### src/rtl/pulse_counter_pkg.sv
// Shared widths and helpers for the pulse-width-qualified event counter.
package pulse_counter_pkg;

  localparam int DEF_PULSE_LEN = 2;
  localparam int DEF_CNT_W     = 4;
  localparam int DEF_NUM_CH    = 1;

  function automatic int run_width(input int pulse_len);
    return (pulse_len <= 2) ? 1 : $clog2(pulse_len);
  endfunction

  // LSB of channel ch inside the packed cnt bus.
  function automatic int cnt_lsb(input int ch, input int cnt_w);
    return ch * cnt_w;
  endfunction

endpackage

### src/rtl/pulse_run_counter.sv
// Single channel: qualifies runs of PULSE_LEN high cycles and counts them.
// CNT_SAT_EN selects a saturating event counter; otherwise it wraps.
module pulse_run_counter
  import pulse_counter_pkg::*;
#(
  parameter int PULSE_LEN = DEF_PULSE_LEN,
  parameter int CNT_W     = DEF_CNT_W
) (
  input  logic             clk,
  input  logic             rst,
  input  logic             inc,
  input  logic             clr,
  output logic [CNT_W-1:0] cnt,
  output logic             evt,
  output logic             ovf
);

  localparam int RUN_W = run_width(PULSE_LEN);
  localparam logic [RUN_W-1:0] RUN_LAST = RUN_W'(PULSE_LEN - 1);

  logic [RUN_W-1:0] run;
  logic [RUN_W-1:0] run_nxt;
  logic             run_done;
  logic             cnt_max;

  always_comb begin
    run_done = inc && (run == RUN_LAST);
    cnt_max  = (cnt == {CNT_W{1'b1}});
    run_nxt  = '0;
    if (inc && !run_done) begin
      run_nxt = run + 1'b1;
    end
  end

  always_ff @(posedge clk) begin
    if (rst || clr) begin
      run <= '0;
      cnt <= '0;
      evt <= 1'b0;
      ovf <= 1'b0;
    end else begin
      run <= run_nxt;
      evt <= run_done;
      if (run_done) begin
        if (cnt_max) begin
          ovf <= 1'b1;
`ifdef CNT_SAT_EN
          cnt <= cnt;
`else
          cnt <= '0;
`endif
        end else begin
          cnt <= cnt + 1'b1;
        end
      end
    end
  end

endmodule

### src/rtl/multi_pulse_counter.sv
// NUM_CH independent pulse-qualified event counters with packed outputs.
// Counter overflow behaviour follows CNT_SAT_EN (see pulse_run_counter).
module multi_pulse_counter
  import pulse_counter_pkg::*;
#(
  parameter int PULSE_LEN = DEF_PULSE_LEN,
  parameter int CNT_W     = DEF_CNT_W,
  parameter int NUM_CH    = DEF_NUM_CH
) (
  input  logic                    clk,
  input  logic                    rst,
  input  logic [NUM_CH-1:0]       inc,
  input  logic [NUM_CH-1:0]       clr,
  output logic [NUM_CH*CNT_W-1:0] cnt,
  output logic [NUM_CH-1:0]       evt,
  output logic [NUM_CH-1:0]       ovf
);

  for (genvar k = 0; k < NUM_CH; k++) begin : g_ch
    pulse_run_counter #(
      .PULSE_LEN (PULSE_LEN),
      .CNT_W     (CNT_W)
    ) u_ch (
      .clk (clk),
      .rst (rst),
      .inc (inc[k]),
      .clr (clr[k]),
      .cnt (cnt[cnt_lsb(k, CNT_W) +: CNT_W]),
      .evt (evt[k]),
      .ovf (ovf[k])
    );
  end

endmodule

### config.mk
export PLATFORM = sky130hd
export DESIGN_NAME = multi_pulse_counter
export DESIGN_NICKNAME = d
export VERILOG_FILES = /design/src/rtl/pulse_counter_pkg.sv /design/src/rtl/pulse_run_counter.sv /design/src/rtl/multi_pulse_counter.sv
export SDC_FILE = /design/constraint.sdc
export NUM_CORES = 1
export LEC_CHECK = 0
export CAP_MARGIN = 20
export CELL_PAD_IN_SITES_DETAIL_PLACEMENT = 1
export CELL_PAD_IN_SITES_GLOBAL_PLACEMENT = 1
export CORE_AREA = 2 2 39 41
export DETAILED_ROUTE_END_ITERATION = 16
export DIE_AREA = 0 0 41 43
export PLACE_DENSITY = 0.6
export SYNTH_ARGS = -nofsm -noshare
export SYNTH_HDL_FRONTEND = slang
export SYNTH_SLANG_ARGS = --single-unit
### constraint.sdc
create_clock -name clk -period 2.4 [get_ports clk]
set_clock_uncertainty 0.1 [all_clocks]
set_input_delay 0.36 -clock clk [delete_from_list [all_inputs] [get_ports clk]]
set_output_delay 0.36 -clock clk [all_outputs]
set_load 0.02 [all_outputs]
==> results by group <==
Logic synthesis
  • Syn_area_per_cell: just under 9 um2
  • Synth top area share: 0.5185
  • EDFF count, synth: 0
  • Post-Syn Instances: 31
  • FF+latch count, synth: 7
  • Synth area leader: dfxtp_1
  • Cell Area, Synth: approximately 270 um2
  • Yosys cell types: 14
  • Sequential fraction of the synthesis area: 0.5185
  • Largest cells by area after synthesis: dfxtp_1, a21oi_1, nand3_1, nand2_1, ha_1
  • Post-synth ARST share: 0
  • Syn_nets: 36
  • Count leader, synth: dfxtp_1
  • Ys Warns: 0
  • Post-synth top cells: dfxtp_1, a21oi_1, nand2_1
  • Synth Flop Type: dfxtp_1

Place
  • Pre-CTS WS: between 0.6 and 0.7 ns
  • IO Port Bufs: 9
  • GPL Wtd Cong: ~0.62

Setup path
  • CP arrival: between 1 and 1.5 ns
  • Family with the most delay on the worst path: buffers and inverters
  • CP Launch Type: flip-flop
  • Crit path cell chain: clkdlybuf4s50_1
  • Worst path slowest cell: clkdlybuf4s50_1
  • WP buf/inv: 1
  • Critical path endpoint category: output pin
  • Crit Path Class: flip-flop to output pin
  • Req. time, crit path: 1.94 ns
  • CP Max Fanout: 6
  • CP peak stage delay: between 0.6 and 0.7 ns

Timing
  • Slew headroom: 0.8445
  • Fin. max-slew vios: 0
  • Final Hold Fails: 0
  • Sum Neg Setup Slack: 0 ns
  • RSZ-0062 raised after global routing: no
  • F_max: between 0.5 and 0.6 GHz
  • Crit share post-route: 0.7318
  • Fin worst setup slack: about 0.64 ns
  • Fin crit period: ~1.8 ns
  • Setup-failing EPs final: 0
  • Actual slew at the worst max-slew pin: 0.2332 ns

Power and ir drop
  • Pleak: ~0.14 nW
  • Pwr dens: 587.0 nW/um2
  • Worst IR Drop VDD: about 0.14 mV
  • Pwr Total: 0.0002365 W

Routing
  • DR vias/cell: between 4 and 5
  • Number of routed nets with antenna violations: 0
  • Routed wire length: 587 um
  • Via Count: 256
  • Wire per inst: a little under 10 um
  • Drt first pass iters: 4
  • Drt first-iter violations: 1
  • Remaining DRCs: 0

Layout
  • # diodes: 0
  • Nets: 49
  • Share of cells above drive strength 1: 0.06977
  • Final Util: 0.2911
  • Area Overhead vs Synth: 49.07%
  • Filler Cell Count: 175

Clock tree
  • TritonCTS clock tree: built
  • CTS Root Cell: clkbuf_4
  • CTS Buffer Depth: 2
  • Sink Count: 7
  • TritonCTS buffer count: 3
  • H-tree depth: 1
  • Post-CTS setup buffer count: 0
  • CTS Hold Buffers Added: 0
  • Clk slew on worst S/H paths: 0.05 ns
  • Insertion delay to the later sink of the worst-skew pair: 0.25 ns
  • Number of gates resized after CTS: 0

Global route
  • Remaining Overflow, GRT: 0
  • Largest net degree at the start of global routing: 8
  • Initial antenna violation count: 0
  • Total track usage: 0.08853
  • Vias in the first global route: around 240
  • First-pass GRT wire length: 966 um

Floorplanning
  • Height of the die: 43 um
  • Die width: between 40 and 50 um
  • Std-Cell Rows: 14
  • Core area: between 1000 and 1500 um2
  • Starting Density: 0.1953
  • Top Ports: 10
  • DIE AREA: 1763 um2

Worst hold path
  • Hold WC Path Type: flip-flop to flip-flop

Outcome
  • Status: finished clean

Flow run
  • Max-Cap Viols: 0
-- area by class of cell --
type / count / area, um2 / share of cell area
Multi-Input combinational cell: 23 / 126.4 / 0.3137
Clock buffer: 4 / 26.28 / 0.06522
Timing Repair Buffer: 9 / 90.09 / 0.2236
Sequential cell: 7 / 140.1 / 0.3478
Tap cell: 16 / 20.02 / 0.04969
-- layer usage --
layer	part of all wire	up-vias	track usage
met3	0.092	2	0.04712
li1	-	131	-
met1	0.40	115	0.09709
met2	0.50	8	0.1063
met5	0	-	0
met4	0.010	0	0.1000
-- kinds of logic (layout without fill, tap and decap cells) --
kind of cell               Yosys count  count (layout)  share of synthesized area
AOI/OAI and AO/OA                    6               6                     0.1157
and+or+nand+nor                     15              15                     0.2731
adders and majority gates            1               1                    0.04629
DFF                                  7               7                     0.5185
xor gates and xnor gates             1               1                    0.03241
buffers and inverters                1              13                    0.01388
-- registers in the layout, summed over array words and instances (netlist names) --
signal and cells:
g_ch.u_ch.cnt 4, g_ch.u_ch.evt 1, g_ch.u_ch.ovf 1, g_ch.u_ch.run 1
-- metrics by stage --
step | hold WS (ns) | instance area (um2) | instances
2_1_floorplan | 0.3808 | 270.3 | 31
4_1_cts | 0.3908 | 402.9 | 59
3_3_place_gp | 0.3671 | 376.6 | 55
6_report | 0.3828 | 402.9 | 59
5_1_grt | 0.4195 | 402.9 | 59
3_5_place_dp | 0.3767 | 376.6 | 55
-- layout by cell type (no fill, tap or decap), types with 2 or more instances in the layout --
| cell type | netlist | final |
|---|---|---|
| or3_1 | 2 | 2 |
| clkbuf_4 | 0 | 3 |
| nand3_1 | 3 | 3 |
| nand2_1 | 4 | 4 |
| dfxtp_1 | 7 | 7 |
| a21oi_1 | 4 | 4 |
| clkdlybuf4s50_1 | 0 | 9 |
| nor2_1 | 3 | 3 |
-- power by group --
part | internal [W] | switching (W)
Clock | 0.0000634 | 0.0000433
Combinational | 0.00000626 | 0.00000465
Sequential | 0.000117 | 0.00000138
-- final timing paths --
| path | startpoint | cells after the start | end | slack [ns] |
|---|---|---|---|---|
| worst max-delay path | g_ch[0].u_ch.cnt[0] | 1 | cnt[0] | 0.64 |
| worst min-delay path | g_ch[0].u_ch.ovf | 2 | g_ch[0].u_ch.ovf | 0.38 |
| worst max register to register | g_ch[0].u_ch.cnt[0] | 4 | g_ch[0].u_ch.cnt[0] | 1.02 |
| worst min register to register | g_ch[0].u_ch.ovf | 2 | g_ch[0].u_ch.ovf | 0.38 |
(Power assumes the default switching activity.)
